`config.mk`:
```
export PLATFORM = sky130hd
export DESIGN_NAME = tnoc_output_switch_flat
export DESIGN_NICKNAME = d
export VERILOG_FILES = /design/src/rtl/tnoc_output_switch_pkg.sv /design/src/rtl/tnoc_output_switch_if.sv /design/src/rtl/tnoc_flit_slice.sv /design/src/rtl/tnoc_mux.sv /design/src/rtl/tnoc_output_switch.sv /design/src/flat_wrapper.sv
export SDC_FILE = /design/constraint.sdc
export NUM_CORES = 1
export LEC_CHECK = 0
export ABC_AREA = 1
export BUFFER_PORTS_ARGS = -buffer_cell sky130_fd_sc_hd__buf_2
export CORE_AREA = 2 2 99 101
export CTS_CLUSTER_SIZE = 25
export DETAILED_ROUTE_END_ITERATION = 8
export DIE_AREA = 0 0 101 103
export PLACE_DENSITY = 0.78
export REMOVE_ABC_BUFFERS = 1
export SETUP_SLACK_MARGIN = 0.15
export SLEW_MARGIN = 20
export SYNTH_ARGS = -nofsm -noshare
export SYNTH_HDL_FRONTEND = slang
export SYNTH_SLANG_ARGS = --single-unit
```
`constraint.sdc`:
```
create_clock -name clk -period 2.5 [get_ports clk]
set_input_delay 0.5 -clock clk [delete_from_list [all_inputs] [get_ports clk]]
set_output_delay 0.5 -clock clk [all_outputs]
set_load 0.05 [all_outputs]
```
`src/rtl/tnoc_output_switch_pkg.sv`:
```
// Shared tnoc definitions: router configuration, flit layout, port count and counter width.
package tnoc_output_switch_pkg;

   localparam int unsigned TnocPorts      = 5;
   localparam int unsigned TnocCountWidth = 16;
   localparam int unsigned TnocVcWidth    = 2;
   localparam int unsigned TnocDataWidth  = 32;

   typedef struct packed {
      int unsigned virtual_channels;
      int unsigned data_width;
   } tnoc_config_t;

   localparam tnoc_config_t TNOC_DEFAULT_CONFIG = '{virtual_channels: 4, data_width: 32};

   typedef struct packed {
      logic                     head;
      logic                     tail;
      logic [TnocVcWidth-1:0]   vc;
      logic [TnocDataWidth-1:0] data;
   } tnoc_flit;

   typedef enum logic [0:0] {StIdle, StBusy} switch_state_e;

   function automatic logic is_onehot(logic [TnocPorts-1:0] v);
      return (v != '0) && ((v & (v - 1'b1)) == '0);
   endfunction

endpackage

```
`src/rtl/tnoc_output_switch_if.sv`:
```
// Output-switch bundle: grant/free with the output port controller, per-port input flits and
// the single output flit stream. master = surrounding router, slave = the switch.
interface tnoc_output_switch_if;
   import tnoc_output_switch_pkg::*;

   logic [TnocPorts-1:0]      output_grant;
   logic                      output_free;
   logic [TnocPorts-1:0]      in_valid;
   logic [TnocPorts-1:0]      in_ready;
   tnoc_flit [TnocPorts-1:0]  in_flit;
   logic                      out_valid;
   logic                      out_ready;
   tnoc_flit                  out_flit;
   logic                      error;
   logic [TnocCountWidth-1:0] flit_count;

   modport master (
      output output_grant, in_valid, in_flit, out_ready,
      input  output_free, in_ready, out_valid, out_flit, error, flit_count
   );

   modport slave (
      input  output_grant, in_valid, in_flit, out_ready,
      output output_free, in_ready, out_valid, out_flit, error, flit_count
   );

endinterface

```
`src/rtl/tnoc_flit_slice.sv`:
```
// Two-entry output skid buffer (used when TNOC_OUTPUT_SWITCH_SLICE_EN is defined):
// full throughput, one cycle latency, outputs straight from flops.
module tnoc_flit_slice
   import tnoc_output_switch_pkg::*;
(
   input  logic     clk,
   input  logic     rst_n,
   input  logic     in_valid,
   output logic     in_ready,
   input  tnoc_flit in_flit,
   output logic     out_valid,
   input  logic     out_ready,
   output tnoc_flit out_flit
);

   logic [1:0] cnt_q, cnt_d;
   tnoc_flit   head_q, head_d, skid_q, skid_d;
   logic       push, pop;

   assign in_ready  = (cnt_q != 2'd2);
   assign out_valid = (cnt_q != 2'd0);
   assign out_flit  = head_q;
   assign push      = in_valid && in_ready;
   assign pop       = out_valid && out_ready;

   always_comb begin
      head_d = head_q;
      skid_d = skid_q;
      cnt_d  = cnt_q;
      case ({push, pop})
         2'b10: begin
            if (cnt_q == 2'd0) head_d = in_flit;
            else               skid_d = in_flit;
            cnt_d = cnt_q + 2'd1;
         end
         2'b01: begin
            head_d = skid_q;
            cnt_d  = cnt_q - 2'd1;
         end
         // push and pop together only happens with one entry held
         2'b11: head_d = in_flit;
         default: ;
      endcase
   end

   always_ff @(posedge clk or negedge rst_n) begin
      if (!rst_n) begin
         cnt_q  <= 2'd0;
         head_q <= '0;
         skid_q <= '0;
      end else begin
         cnt_q  <= cnt_d;
         head_q <= head_d;
         skid_q <= skid_d;
      end
   end

endmodule

```
`src/rtl/tnoc_mux.sv`:
```
// One-hot select mux; callers guarantee sel is one-hot or zero (zero gives all-zero output).
module tnoc_mux #(
   parameter int unsigned Entries = 2,
   parameter type data_t = logic
) (
   input  logic [Entries-1:0]  sel,
   input  data_t [Entries-1:0] data,
   output data_t               out
);

   always_comb begin
      out = '0;
      for (int i = 0; i < Entries; i++) begin
         if (sel[i]) out = data[i];
      end
   end

endmodule

```
`src/rtl/tnoc_output_switch.sv`:
```
// Output switch: routes the granted input port to the output, tracks packet framing.
// Define TNOC_OUTPUT_SWITCH_SLICE_EN to register the output through tnoc_flit_slice.
module tnoc_output_switch
   import tnoc_output_switch_pkg::*;
#(
   parameter tnoc_config_t CONFIG = TNOC_DEFAULT_CONFIG
) (
   input logic                 clk,
   input logic                 rst_n,
   tnoc_output_switch_if.slave bus
);

   if (CONFIG.virtual_channels > (32'd1 << TnocVcWidth) ||
       CONFIG.data_width != TnocDataWidth) begin : g_config_check
      $error("tnoc_output_switch: CONFIG does not fit the tnoc_flit layout");
   end

   logic [TnocPorts-1:0]      grant, port_q, port_d;
   logic                      grant_onehot, grant_bad;
   logic                      can_accept, sel_valid, accept;
   tnoc_flit                  sel_flit;
   switch_state_e             state_q, state_d;
   logic [TnocCountWidth-1:0] count_q, count_d;
   logic                      clear_q, clear_d;

   assign grant        = bus.output_grant;
   assign grant_onehot = is_onehot(grant);
   assign grant_bad    = (grant != '0) && !grant_onehot;

   tnoc_mux #(.Entries(TnocPorts), .data_t(logic)) u_valid_mux (
      .sel  (grant),
      .data (bus.in_valid),
      .out  (sel_valid)
   );

   tnoc_mux #(.Entries(TnocPorts), .data_t(tnoc_flit)) u_flit_mux (
      .sel  (grant),
      .data (bus.in_flit),
      .out  (sel_flit)
   );

   assign bus.in_ready    = (rst_n && grant_onehot && can_accept) ? grant : '0;
   assign accept          = rst_n && grant_onehot && can_accept && sel_valid;
   assign bus.output_free = accept && sel_flit.tail;
   assign bus.flit_count  = count_q;

`ifdef TNOC_OUTPUT_SWITCH_SLICE_EN
   logic slice_ready;

   tnoc_flit_slice u_slice (
      .clk       (clk),
      .rst_n     (rst_n),
      .in_valid  (accept),
      .in_ready  (slice_ready),
      .in_flit   (sel_flit),
      .out_valid (bus.out_valid),
      .out_ready (bus.out_ready),
      .out_flit  (bus.out_flit)
   );

   assign can_accept = slice_ready;
`else
   assign can_accept    = bus.out_ready;
   assign bus.out_valid = rst_n && grant_onehot && sel_valid;
   assign bus.out_flit  = sel_flit;
`endif

   always_comb begin
      state_d   = state_q;
      port_d    = port_q;
      clear_d   = 1'b0;
      count_d   = clear_q ? '0 : count_q;
      bus.error = rst_n && grant_bad;
      if (rst_n && state_q == StBusy && grant != '0 && grant != port_q) bus.error = 1'b1;
      if (accept) begin
         if (sel_flit.head == (state_q == StBusy)) bus.error = 1'b1;
         if (sel_flit.head)         count_d = {{(TnocCountWidth-1){1'b0}}, 1'b1};
         else if (count_d != '1)    count_d = count_d + 1'b1;
         if (sel_flit.tail) begin
            state_d = StIdle;
            clear_d = 1'b1;
         end else if (sel_flit.head) begin
            state_d = StBusy;
            port_d  = grant;
         end
      end
   end

   always_ff @(posedge clk or negedge rst_n) begin
      if (!rst_n) begin
         state_q <= StIdle;
         port_q  <= '0;
         count_q <= '0;
         clear_q <= 1'b0;
      end else begin
         state_q <= state_d;
         port_q  <= port_d;
         count_q <= count_d;
         clear_q <= clear_d;
      end
   end

endmodule

```
`src/flat_wrapper.sv`:
```
// flat-port wrapper written by rule: the top's interface ports become plain ports
module tnoc_output_switch_flat import tnoc_output_switch_pkg::*;
#(
   parameter tnoc_config_t CONFIG = TNOC_DEFAULT_CONFIG
)
  (clk, rst_n, bus_output_grant, bus_in_valid, bus_in_flit, bus_out_ready, bus_output_free, bus_in_ready, bus_out_valid, bus_out_flit, bus_error, bus_flit_count);
  tnoc_output_switch_if bus_i ();
  input logic clk;
  input logic rst_n;
  input wire logic [$bits(bus_i.output_grant)-1:0] bus_output_grant;
  input wire logic [$bits(bus_i.in_valid)-1:0] bus_in_valid;
  input wire logic [$bits(bus_i.in_flit)-1:0] bus_in_flit;
  input wire logic [$bits(bus_i.out_ready)-1:0] bus_out_ready;
  output wire logic [$bits(bus_i.output_free)-1:0] bus_output_free;
  output wire logic [$bits(bus_i.in_ready)-1:0] bus_in_ready;
  output wire logic [$bits(bus_i.out_valid)-1:0] bus_out_valid;
  output wire logic [$bits(bus_i.out_flit)-1:0] bus_out_flit;
  output wire logic [$bits(bus_i.error)-1:0] bus_error;
  output wire logic [$bits(bus_i.flit_count)-1:0] bus_flit_count;
  assign bus_i.output_grant = bus_output_grant;
  assign bus_i.in_valid = bus_in_valid;
  assign bus_i.in_flit = bus_in_flit;
  assign bus_i.out_ready = bus_out_ready;
  assign bus_output_free = bus_i.output_free;
  assign bus_in_ready = bus_i.in_ready;
  assign bus_out_valid = bus_i.out_valid;
  assign bus_out_flit = bus_i.out_flit;
  assign bus_error = bus_i.error;
  assign bus_flit_count = bus_i.flit_count;
  tnoc_output_switch #(.CONFIG(CONFIG)) u_core (.clk(clk), .rst_n(rst_n), .bus(bus_i));
endmodule
```
# ---- After elaboration in Yosys (flattened, before gate mapping)
# Index checks and enable logic that the tools add are counted.
dict set report totals {
  ff_bits 23
  inputBits 193
  output_inout_bits 60
  word_cells 50
}
dict set report classes {
  addsub 2
  eq_ne 3
  n_mux 22
  bitwise_logic 2
  reduce_logical 17
}
# operator count
set op_table {}
lappend op_table {{$mux 36} 5}
lappend op_table {{$mux 16} 4}
lappend op_table {{$add 16x1->16 const B} 1}
lappend op_table {{$ne 16x16->1 const B} 1}
lappend op_table {{$mux 1} 12}
lappend op_table {{$logic_and 1x1->1} 11}
lappend op_table {{$and 5x5->5} 1}
lappend op_table {{$logic_not 5->1} 1}
lappend op_table {{$mux 5} 1}
lappend op_table {{$ne 5x5->1} 1}
lappend op_table {{$reduce_bool 5->1} 1}
lappend op_table {{$sub 5x1->5 const B} 1}
lappend op_table {{$reduce_and 3->1} 1}
lappend op_table {{$reduce_and 2->1} 1}
lappend op_table {{$reduce_bool 2->1} 1}
lappend op_table {{$eq 1x1->1} 1}
lappend op_table {{$logic_not 1->1} 1}
lappend op_table {{$not 1->1} 1}

# ---- Longest topological paths before layout
# Gate-level depths: netlist (run 1).
dict set report logic_depth {
  ltp_word 10
  depth_mapped 15
  ltp_nobuf 14
}

# ---- Modules after synthesis
# A second synthesis (run 1) with hierarchy kept.
dict set report unflattened {
  cells_unflattened 731
  hier_area_um2 3975.1
}
# module instances cells_each area_per_inst_um2 seq_area_each_um2
set modules_own_cells {}
lappend modules_own_cells {{tnoc_mux at u_core.u_flit_mux} 1 432 2075.7 0.0}
lappend modules_own_cells {tnoc_output_switch 1 285 1843.0 575.6}
lappend modules_own_cells {{tnoc_mux at u_core.u_valid_mux} 1 14 56.3 0.0}

# ---- Worst setup path after synthesis (run 1)
# Ideal clock, no wire load.
dict set report synth_timing {
  path_type {input to output}
  start {in bus_output_grant[2]}
  end {out bus_output_free}
  arrival_ns 2.220
  required_time_ns 2.000
  path_slack_ns -0.220
  stages 11
  path_buffers 2
  cell_sequence {buf_4 -> inv_1 -> nand2_1 -> nand2_1 -> nand2_1 -> nor2_4 -> nand3_4 -> nor2_4 -> inv_2 -> buf_6 -> nor2_1}
}
dict set report synth_between {
  elab_chain_cells 8
  elab_cells_between_ends 15
  cone_classes {add/sub: 1; mux: 6; bitwise: 1; reduce/logical: 7}
}
# item line_no
set synth_rtl {}
lappend synth_rtl {{start, declared} flat_wrapper.sv:10} ;# input wire logic [$bits(bus_i.output_grant)-1:0] bus_output_grant;
lappend synth_rtl {{$sub 5x1->5} tnoc_output_switch_pkg.sv:26} ;# return (v != '0) && ((v & (v - 1'b1)) == '0);
lappend synth_rtl {{$and 5x5->5} tnoc_output_switch_pkg.sv:26}
lappend synth_rtl {{$logic_not 5->1} tnoc_output_switch_pkg.sv:26}
lappend synth_rtl {{$logic_and 1x1->1} tnoc_output_switch_pkg.sv:26}
lappend synth_rtl {{$logic_and 1x1->1 (3 in series)} tnoc_output_switch.sv:43} ;# assign accept = rst_n && grant_onehot && can_accept && sel_valid;
lappend synth_rtl {{$logic_and 1x1->1 *} tnoc_output_switch.sv:44} ;# assign bus.output_free = accept && sel_flit.tail;
lappend synth_rtl {{end, declared} flat_wrapper.sv:14} ;# output wire logic [$bits(bus_i.output_free)-1:0] bus_output_free;
# Every way passes the cells marked *; elsewhere a longest branch is shown, timed or not.

# ---- Worst setup path in the final report (run 1)
dict set report layout_timing {
  start {in bus_output_grant[0]}
  end {out bus_out_flit[8]}
}
dict set report layout_between {
  elab_chain_cells 5
}
# item line_no
set layout_rtl {}
lappend layout_rtl {{$mux 36 (5 in series)} tnoc_mux.sv:14} ;# if (sel[i]) out = data[i];
lappend layout_rtl {{end, declared} flat_wrapper.sv:17} ;# output wire logic [$bits(bus_i.out_flit)-1:0] bus_out_flit;
# No other way between the ends.

==> flow_summary.json, run 1 <==
{
  "first_pass_iteration_count_of_the_detailed_router": 6,
  "chipWidth_um": 101,
  "drive_above_1_share": 0.357,
  "ctsRootBufferMaster": "sky130_fd_sc_hd__clkbuf_8",
  "antenna_found_initial": 5,
  "avgViaCountPerCell": 5.09,
  "num-nets-final": 1060,
  "power.switching_fraction": 0.512,
  "worst_hold_slack_ps": 232,
  "floorplan.core_area_um2": 9460,
  "finalClockSkew_ps": 1.51,
  "power-per-cell-area_nw_per_um2": 376,
  "design.portCount": 253,
  "power.clock.fraction": 0.132,
  "total_leakage_power_nw": 2.79,
  "ir_worst_vdd_mv": 0.246,
  "detail_route.wirelength_um": 15300,
  "ys_dominant_reg_cell": "sky130_fd_sc_hd__dfrtp_1",
  "grt_use_total": 0.287,
  "gpl.final_weighted_congestion": 0.999,
  "fmaxAchievable_mhz": 432,
  "synth_top_area_cell": "sky130_fd_sc_hd__nand2_1",
  "yosysSeqAreaShare": 0.176,
  "yosys-top-cells-area": "sky130_fd_sc_hd__nand2_1 29%, sky130_fd_sc_hd__dfrtp_1 18%, sky130_fd_sc_hd__nor2_1 13%, sky130_fd_sc_hd__nand3_1 11%, sky130_fd_sc_hd__o211ai_1 7.8%",
  "p_sw_mw": 0.932,
  "yosysUniqueCellTypes": 28,
  "slew_at_the_pin_closest_to_its_max_slew_limit_ps": 323,
  "per_cell_routed_wire_length_um": 15.6,
  "synth_async_reset_ratio": 1.00,
  "area_growth_pct": 48.5,
  "via_count_of_the_first_global_routing_pass": 4611,
  "clock_sink_count": 23,
  "placement_rows": 36,
  "ctsLongestPathBuffers": 2,
  "cp_data_required_time_ps": 2000,
  "routed_vias": 5001,
  "worst-endpoint-arrival_ps": 1820,
  "initial_core_util": 0.345,
  "yosys_warnings": 0,
  "netlist_instances": 614,
  "synth_area_per_cell_um2": 5.31,
  "worst_setup_hold_path_clk_slew_ps": 90,
  "grt_setup_unrepaired": "true",
  "cell_breakdown_of_the_critical_path": "buf_2 -> inv_2 -> nor2_4 -> buf_12 -> nand2_1 -> nand3_1 -> o211ai_1 -> nand2_1 -> buf_2",
  "period_needed_ps": 2320,
  "floorplan.die.height_um": 103,
  "global_route.overflow_total": 0,
  "placed_cells": 974,
  "internal_power_mw": 0.889,
  "place.port_buffers": 252,
  "worstPathMaxFanout": 22,
  "synthesized_flop_and_latch_total": 23,
  "finalCoreUtilization": 0.512,
  "max_cap_violations": 0,
  "outcome": "complete, no violations",
  "cp_slowest_stage_delay_ps": 250,
  "cp_slowest_cell": "sky130_fd_sc_hd__nor2_4",
  "yosys.area.top_type_share": 0.288,
  "final-hold-violation-count": 0,
  "die_area_um2": 10400,
  "sequentialPowerShare": 0.255,
  "hold_class": "input pin to async pin",
  "starting_drc_count_in_detailed_routing": 329,
  "maximum_number_of_pins_on_one_net_before_global_route_repair": 51,
  "comb_power_share": 0.613,
  "grt_pass1_wl_um": 23100,
  "count_of_flip_flops_with_a_built_in_enable_after_synthesis": 0,
  "instances_no_fill": 982,
  "post_synth_instance_area_um2": 3260,
  "setup_crit_end_kind": "output pin",
  "place.detailed.hpwl_um": 12800,
  "post-route-drc-count": 0,
  "post-route-period-util": 0.926,
  "antenna_violating_nets_post_route": 0,
  "timing.max_slew.rel_slack": 0.784,
  "timing_worst_setup_path_type": "input pin to output pin",
  "timing_max_transition_violations_final": 0,
  "tritoncts": "built",
  "worstSetupStartpointType": "input pin",
  "insertion_delay_ps": 270,
  "setup_viol_count_final": 0,
  "tritoncts.num_buffers": 3,
  "clock_tree.htree_level_count": 1
}
[synthesized netlist by cell type, types with 5 or more instances]
cell type                  number
sky130_fd_sc_hd__buf_6          6
sky130_fd_sc_hd__clkbuf_1      22
sky130_fd_sc_hd__dfrtp_1       23
sky130_fd_sc_hd__inv_1         29
sky130_fd_sc_hd__inv_2          6
sky130_fd_sc_hd__nand2_1      250
sky130_fd_sc_hd__nand3_1       71
sky130_fd_sc_hd__nand4_1       11
sky130_fd_sc_hd__nor2_1       114
sky130_fd_sc_hd__nor2_2         5
sky130_fd_sc_hd__o211ai_1      34
sky130_fd_sc_hd__o21ai_0        5
sky130_fd_sc_hd__xor2_1         9
[path summary, 6_finish.rpt]
kind | endpoint | slack (ps) | from | cells after the start
min | u_core.bus.flit_count[13] | 230 | rst_n | 2
max in group asynchronous | u_core.bus.flit_count[1] | 2030 | rst_n | 2
min in group clk | u_core.port_q[4] | 500 | u_core.port_q[4] | 2
max reg2reg | u_core.bus.flit_count[4] | 600 | u_core.clear_q | 13
min reg2reg | u_core.port_q[4] | 500 | u_core.port_q[4] | 2
max | bus_out_flit[8] | 180 | bus_output_grant[0] | 9
[through the flow]
stage / power [mW] / instance area (µm²) / setup WS [ps] / TNS, ps
finish: 1.82 / 4840 / 185 / 0
detailed placement: 1.56 / 4730 / 118 / 0
global placement: 1.56 / 4730 / 147 / 0
floorplan: 1.13 / 3060 / -1030 / -6210
global route: 1.95 / 4840 / 141 / 0
CTS: 1.81 / 4780 / 164 / 0
[power groups by stage]
stage	Clock (mW)	Combinational (mW)	Sequential, mW
5_1_grt	0.265	1.22	0.469
3_3_place_gp	0	1.09	0.470
2_1_floorplan	0	0.549	0.578
6_report	0.241	1.12	0.465
4_1_cts	0.251	1.10	0.464
3_5_place_dp	0	1.09	0.471
[logic make-up (layout without fill, tap and decap cells)]
family	count (synthesis)	in the layout	synth area share
flip-flops	23	23	0.176
buffers and inverters	71	322	0.101
adder cells (fa/ha/maj)	1	1	0.00384
other	0	3	0
AND/OR/NAND/NOR	461	461	0.588
XOR/XNOR	11	11	0.0295
AO/OA/AOI/OAI	47	47	0.101
[per-layer routing]
layer  global-route usage  vias to the layer above  share of wire
met2                0.450                      292           0.42
li1                     -                     2469              -
met1                0.398                     2192           0.44
met5                    0                        -         0.0015
met4               0.0842                        4          0.033
met3               0.0617                       44           0.11
[cells in the final DEF, fill, tap and decap left out]
cell type / n
sky130_fd_sc_hd__nand3_2: 1
sky130_fd_sc_hd__buf_12: 3
sky130_fd_sc_hd__diode_2: 3
sky130_fd_sc_hd__ha_1: 1
sky130_fd_sc_hd__buf_4: 27
sky130_fd_sc_hd__nand4_1: 11
sky130_fd_sc_hd__inv_4: 1
sky130_fd_sc_hd__nand3_1: 71
sky130_fd_sc_hd__buf_2: 237
sky130_fd_sc_hd__inv_2: 5
sky130_fd_sc_hd__nand2_2: 3
sky130_fd_sc_hd__nand2_4: 1
sky130_fd_sc_hd__o21a_1: 1
sky130_fd_sc_hd__nor2_2: 6
sky130_fd_sc_hd__dfrtp_1: 23
sky130_fd_sc_hd__xor2_1: 9
sky130_fd_sc_hd__nor3_1: 1
sky130_fd_sc_hd__clkbuf_8: 3
sky130_fd_sc_hd__nor2_4: 3
sky130_fd_sc_hd__o211ai_1: 34
sky130_fd_sc_hd__xnor2_1: 2
sky130_fd_sc_hd__a21boi_2: 1
sky130_fd_sc_hd__inv_1: 29
sky130_fd_sc_hd__nand3_4: 1
sky130_fd_sc_hd__nor2_1: 113
sky130_fd_sc_hd__a21oi_1: 2
sky130_fd_sc_hd__o21ai_1: 4
sky130_fd_sc_hd__o21ai_0: 5
sky130_fd_sc_hd__clkbuf_4: 13
sky130_fd_sc_hd__nand2_1: 250
sky130_fd_sc_hd__clkinv_2: 1
sky130_fd_sc_hd__buf_6: 3
[critical path, delay by kind of cell]
family,cells,cell delay [ps]
AND/OR/NAND/NOR,4,460
buffers and inverters,4,690
AO/OA/AOI/OAI,1,130
[layout make-up]
class | count | area (µm²)
tap | 114 | 143
sequential | 23 | 576
clock buffer | 3 | 41.3
antenna | 3 | 7.51
timing repair buffer | 283 | 1580
clock inverter | 1 | 5.00
inverter | 35 | 134
multi-input combinational | 520 | 2360
fill | 995 | 4610
[registers in the layout (all words and copies together), names as in the netlist]
register / count
u_core.bus.flit_count: 16
u_core.clear_q: 1
u_core.port_q: 5
u_core.state_q: 1
[what timing repair did]
item | in CTS | in global routing
pin swaps | 0 | 1
gates resized for setup | 1 | 20
endpoints found under the setup margin | 1 | 23
hold buffers | 0 | 0
buffers inserted | 0 | 1
(Power assumes the default switching activity.)
==> run 2: changes to the inputs <==
Settings changed: CORE_AREA 2 2 99 101 to 2 2 98 100, DIE_AREA 0 0 101 103 to 0 0 100 102, PLACE_DENSITY 0.78 to 0.8.
==> run 2 against run 1 <==
  * Clock power rose by 2%
  * Clock-buffer cell count did not move
  * Die area is 2.0% lower
  * Sequential power barely moved
  * Combinational power increased by 9%
  * Critical path type unchanged
  * Largest cell class unchanged
==> flow_summary.json, run 2 (synthesis results as in run 1) <==
{
  "detail_route.wirelength_um": 15900,
  "die_area_um2": 10200,
  "grt_setup_unrepaired": "true",
  "insertion_delay_ps": 280,
  "antenna_found_initial": 3,
  "design.portCount": 253,
  "final-hold-violation-count": 0,
  "timing_worst_setup_path_type": "input pin to output pin",
  "route.met2.wl_um": 6600,
  "per_cell_routed_wire_length_um": 16.2,
  "place.detailed.hpwl_um": 13200,
  "num-nets-final": 1059,
  "fmaxAchievable_mhz": 438,
  "worst_setup_hold_path_clk_slew_ps": 100,
  "area_growth_pct": 55.3,
  "timing.max_slew.rel_slack": 0.781,
  "total_leakage_power_nw": 2.87,
  "maximum_number_of_pins_on_one_net_before_global_route_repair": 31,
  "ctsRootBufferMaster": "sky130_fd_sc_hd__clkbuf_8",
  "max_cap_violations": 0,
  "antenna_violating_nets_post_route": 0,
  "internal_power_mw": 0.963,
  "comb_power_share": 0.632,
  "tritoncts.num_buffers": 3,
  "place.port_buffers": 252,
  "routed_vias": 5061,
  "p_sw_mw": 0.966,
  "floorplan.die.height_um": 102,
  "setup_viol_count_final": 0,
  "initial_core_util": 0.358,
  "period_needed_ps": 2290,
  "post-route-period-util": 0.914,
  "power_mw": 1.93,
  "grt_use_total": 0.306,
  "placement.setup.worst_slack_ps": 107,
  "stdcell_area_um2": 5070,
  "power.clock.fraction": 0.127,
  "gpl.final_weighted_congestion": 1.02,
  "slew_at_the_pin_closest_to_its_max_slew_limit_ps": 327,
  "dr.max_layer_used": "met5",
  "ir_worst_vdd_mv": 0.183,
  "power-per-cell-area_nw_per_um2": 381,
  "finalClockSkew_ps": 18.5,
  "largest_reg_flops": 16,
  "first_pass_iteration_count_of_the_detailed_router": 5,
  "wl_met1_um": 6660,
  "cp_data_required_time_ps": 2000,
  "starting_drc_count_in_detailed_routing": 512,
  "filler_instances": 982,
  "commonest_non_fill_non_tap_cells_in_the_layout": "250 x sky130_fd_sc_hd__nand2_1, 232 x sky130_fd_sc_hd__buf_2, 113 x sky130_fd_sc_hd__nor2_1",
  "sequentialPowerShare": 0.242,
  "final_common_cell": "sky130_fd_sc_hd__nand2_1",
  "worstPathMaxFanout": 7,
  "outcome": "complete, no violations",
  "timing_max_transition_violations_final": 0,
  "grt_pass1_wl_um": 24200,
  "placement_rows": 35,
  "drive_above_1_share": 0.360,
  "chipWidth_um": 100,
  "placed_cell_area_um2": 4950,
  "floorplan.core_area_um2": 9110,
  "worstSetupStartpointType": "input pin",
  "avgViaCountPerCell": 5.18,
  "hold_bufs_inserted_after_cts": 0,
  "worst_hold_slack_ps": 216,
  "wl_met3_um": 2180,
  "worst-endpoint-arrival_ps": 1790,
  "least_setup_slack_across_all_paths_after_layout_ps": 215,
  "clock_sink_count": 23,
  "global_route.overflow_total": 0,
  "hold_class": "input pin to async pin",
  "clock_tree.htree_level_count": 1,
  "ctsLongestPathBuffers": 2,
  "setup_crit_end_kind": "output pin",
  "tritoncts": "built",
  "finalCoreUtilization": 0.556,
  "power.switching_fraction": 0.501,
  "post-route-drc-count": 0,
  "via_count_of_the_first_global_routing_pass": 4563
}
[run 2: cell types whose count changed in the layout (fill, tap and decap cells not counted), sizes merged]
cell / delta
diode: -1
buf: +11
clkbuf: -12
[run 2: final cells by class]
| cell class | instances | area, µm² | share of cell area |
|---|---|---|---|
| tap | 111 | 139 | 0.0274 |
| multi-input combinational | 520 | 2370 | 0.468 |
| clock buffer | 3 | 41.3 | 0.00815 |
| timing repair buffer | 282 | 1800 | 0.355 |
| inverter | 35 | 134 | 0.0264 |
| antenna | 2 | 5.00 | 0.000988 |
| clock inverter | 1 | 5.00 | 0.000988 |
| sequential | 23 | 576 | 0.114 |
[run 2: path summary, 6_finish.rpt]
kind,start,to,slack [ps],depth (start not counted)
setup / recovery,bus_output_grant[3],bus_output_free,210,9
hold / removal,rst_n,u_core.bus.flit_count[9],220,2
setup reg to reg,u_core.clear_q,u_core.bus.flit_count[1],550,8
hold reg to reg,u_core.port_q[4],u_core.port_q[4],520,2
max in group asynchronous,rst_n,u_core.port_q[0],2030,2
min in group clk,u_core.port_q[4],u_core.port_q[4],520,2
[run 2: critical path, cell delays in order]
cell	delay, ps
sky130_fd_sc_hd__clkbuf_4	160
sky130_fd_sc_hd__nor2_4	230
sky130_fd_sc_hd__a21oi_2	100
sky130_fd_sc_hd__nor2_4	140
sky130_fd_sc_hd__nand3_4	110
sky130_fd_sc_hd__nor2_4	150
sky130_fd_sc_hd__inv_2	90
sky130_fd_sc_hd__nor2_2	120
sky130_fd_sc_hd__buf_6	170
[run 2: metrics by stage]
| stage | setup TNS, ps | instances |
|---|---|---|
| 2_1_floorplan | -6210 | 578 |
| 3_3_place_gp | 0 | 968 |
| 3_5_place_dp | 0 | 968 |
| 4_1_cts | 0 | 972 |
| 5_1_grt | 0 | 977 |
| 6_report | 0 | 977 |
[run 2: power by group through the flow]
| stage | Clock (mW) | Sequential (mW) | Combinational [mW] |
|---|---|---|---|
| after floorplan | 0 | 0.578 | 0.549 |
| after global placement | 0 | 0.471 | 1.19 |
| after detailed placement | 0 | 0.472 | 1.20 |
| after CTS | 0.246 | 0.465 | 1.20 |
| after global routing | 0.257 | 0.471 | 1.31 |
| final | 0.245 | 0.466 | 1.22 |
[run 2: repair_timing]
action	in CTS	in global routing
endpoints found under the setup margin	1	15
setup buffers	0	3
cloned	0	0
pin swaps	0	4
resized for setup	1	11
[run 2: per-layer routing]
metal  vias up  global-route usage
met2       351               0.467
met1      2209               0.428
met5         -                   0
met3        35              0.0869
met4         2              0.0759
li1       2464                   -
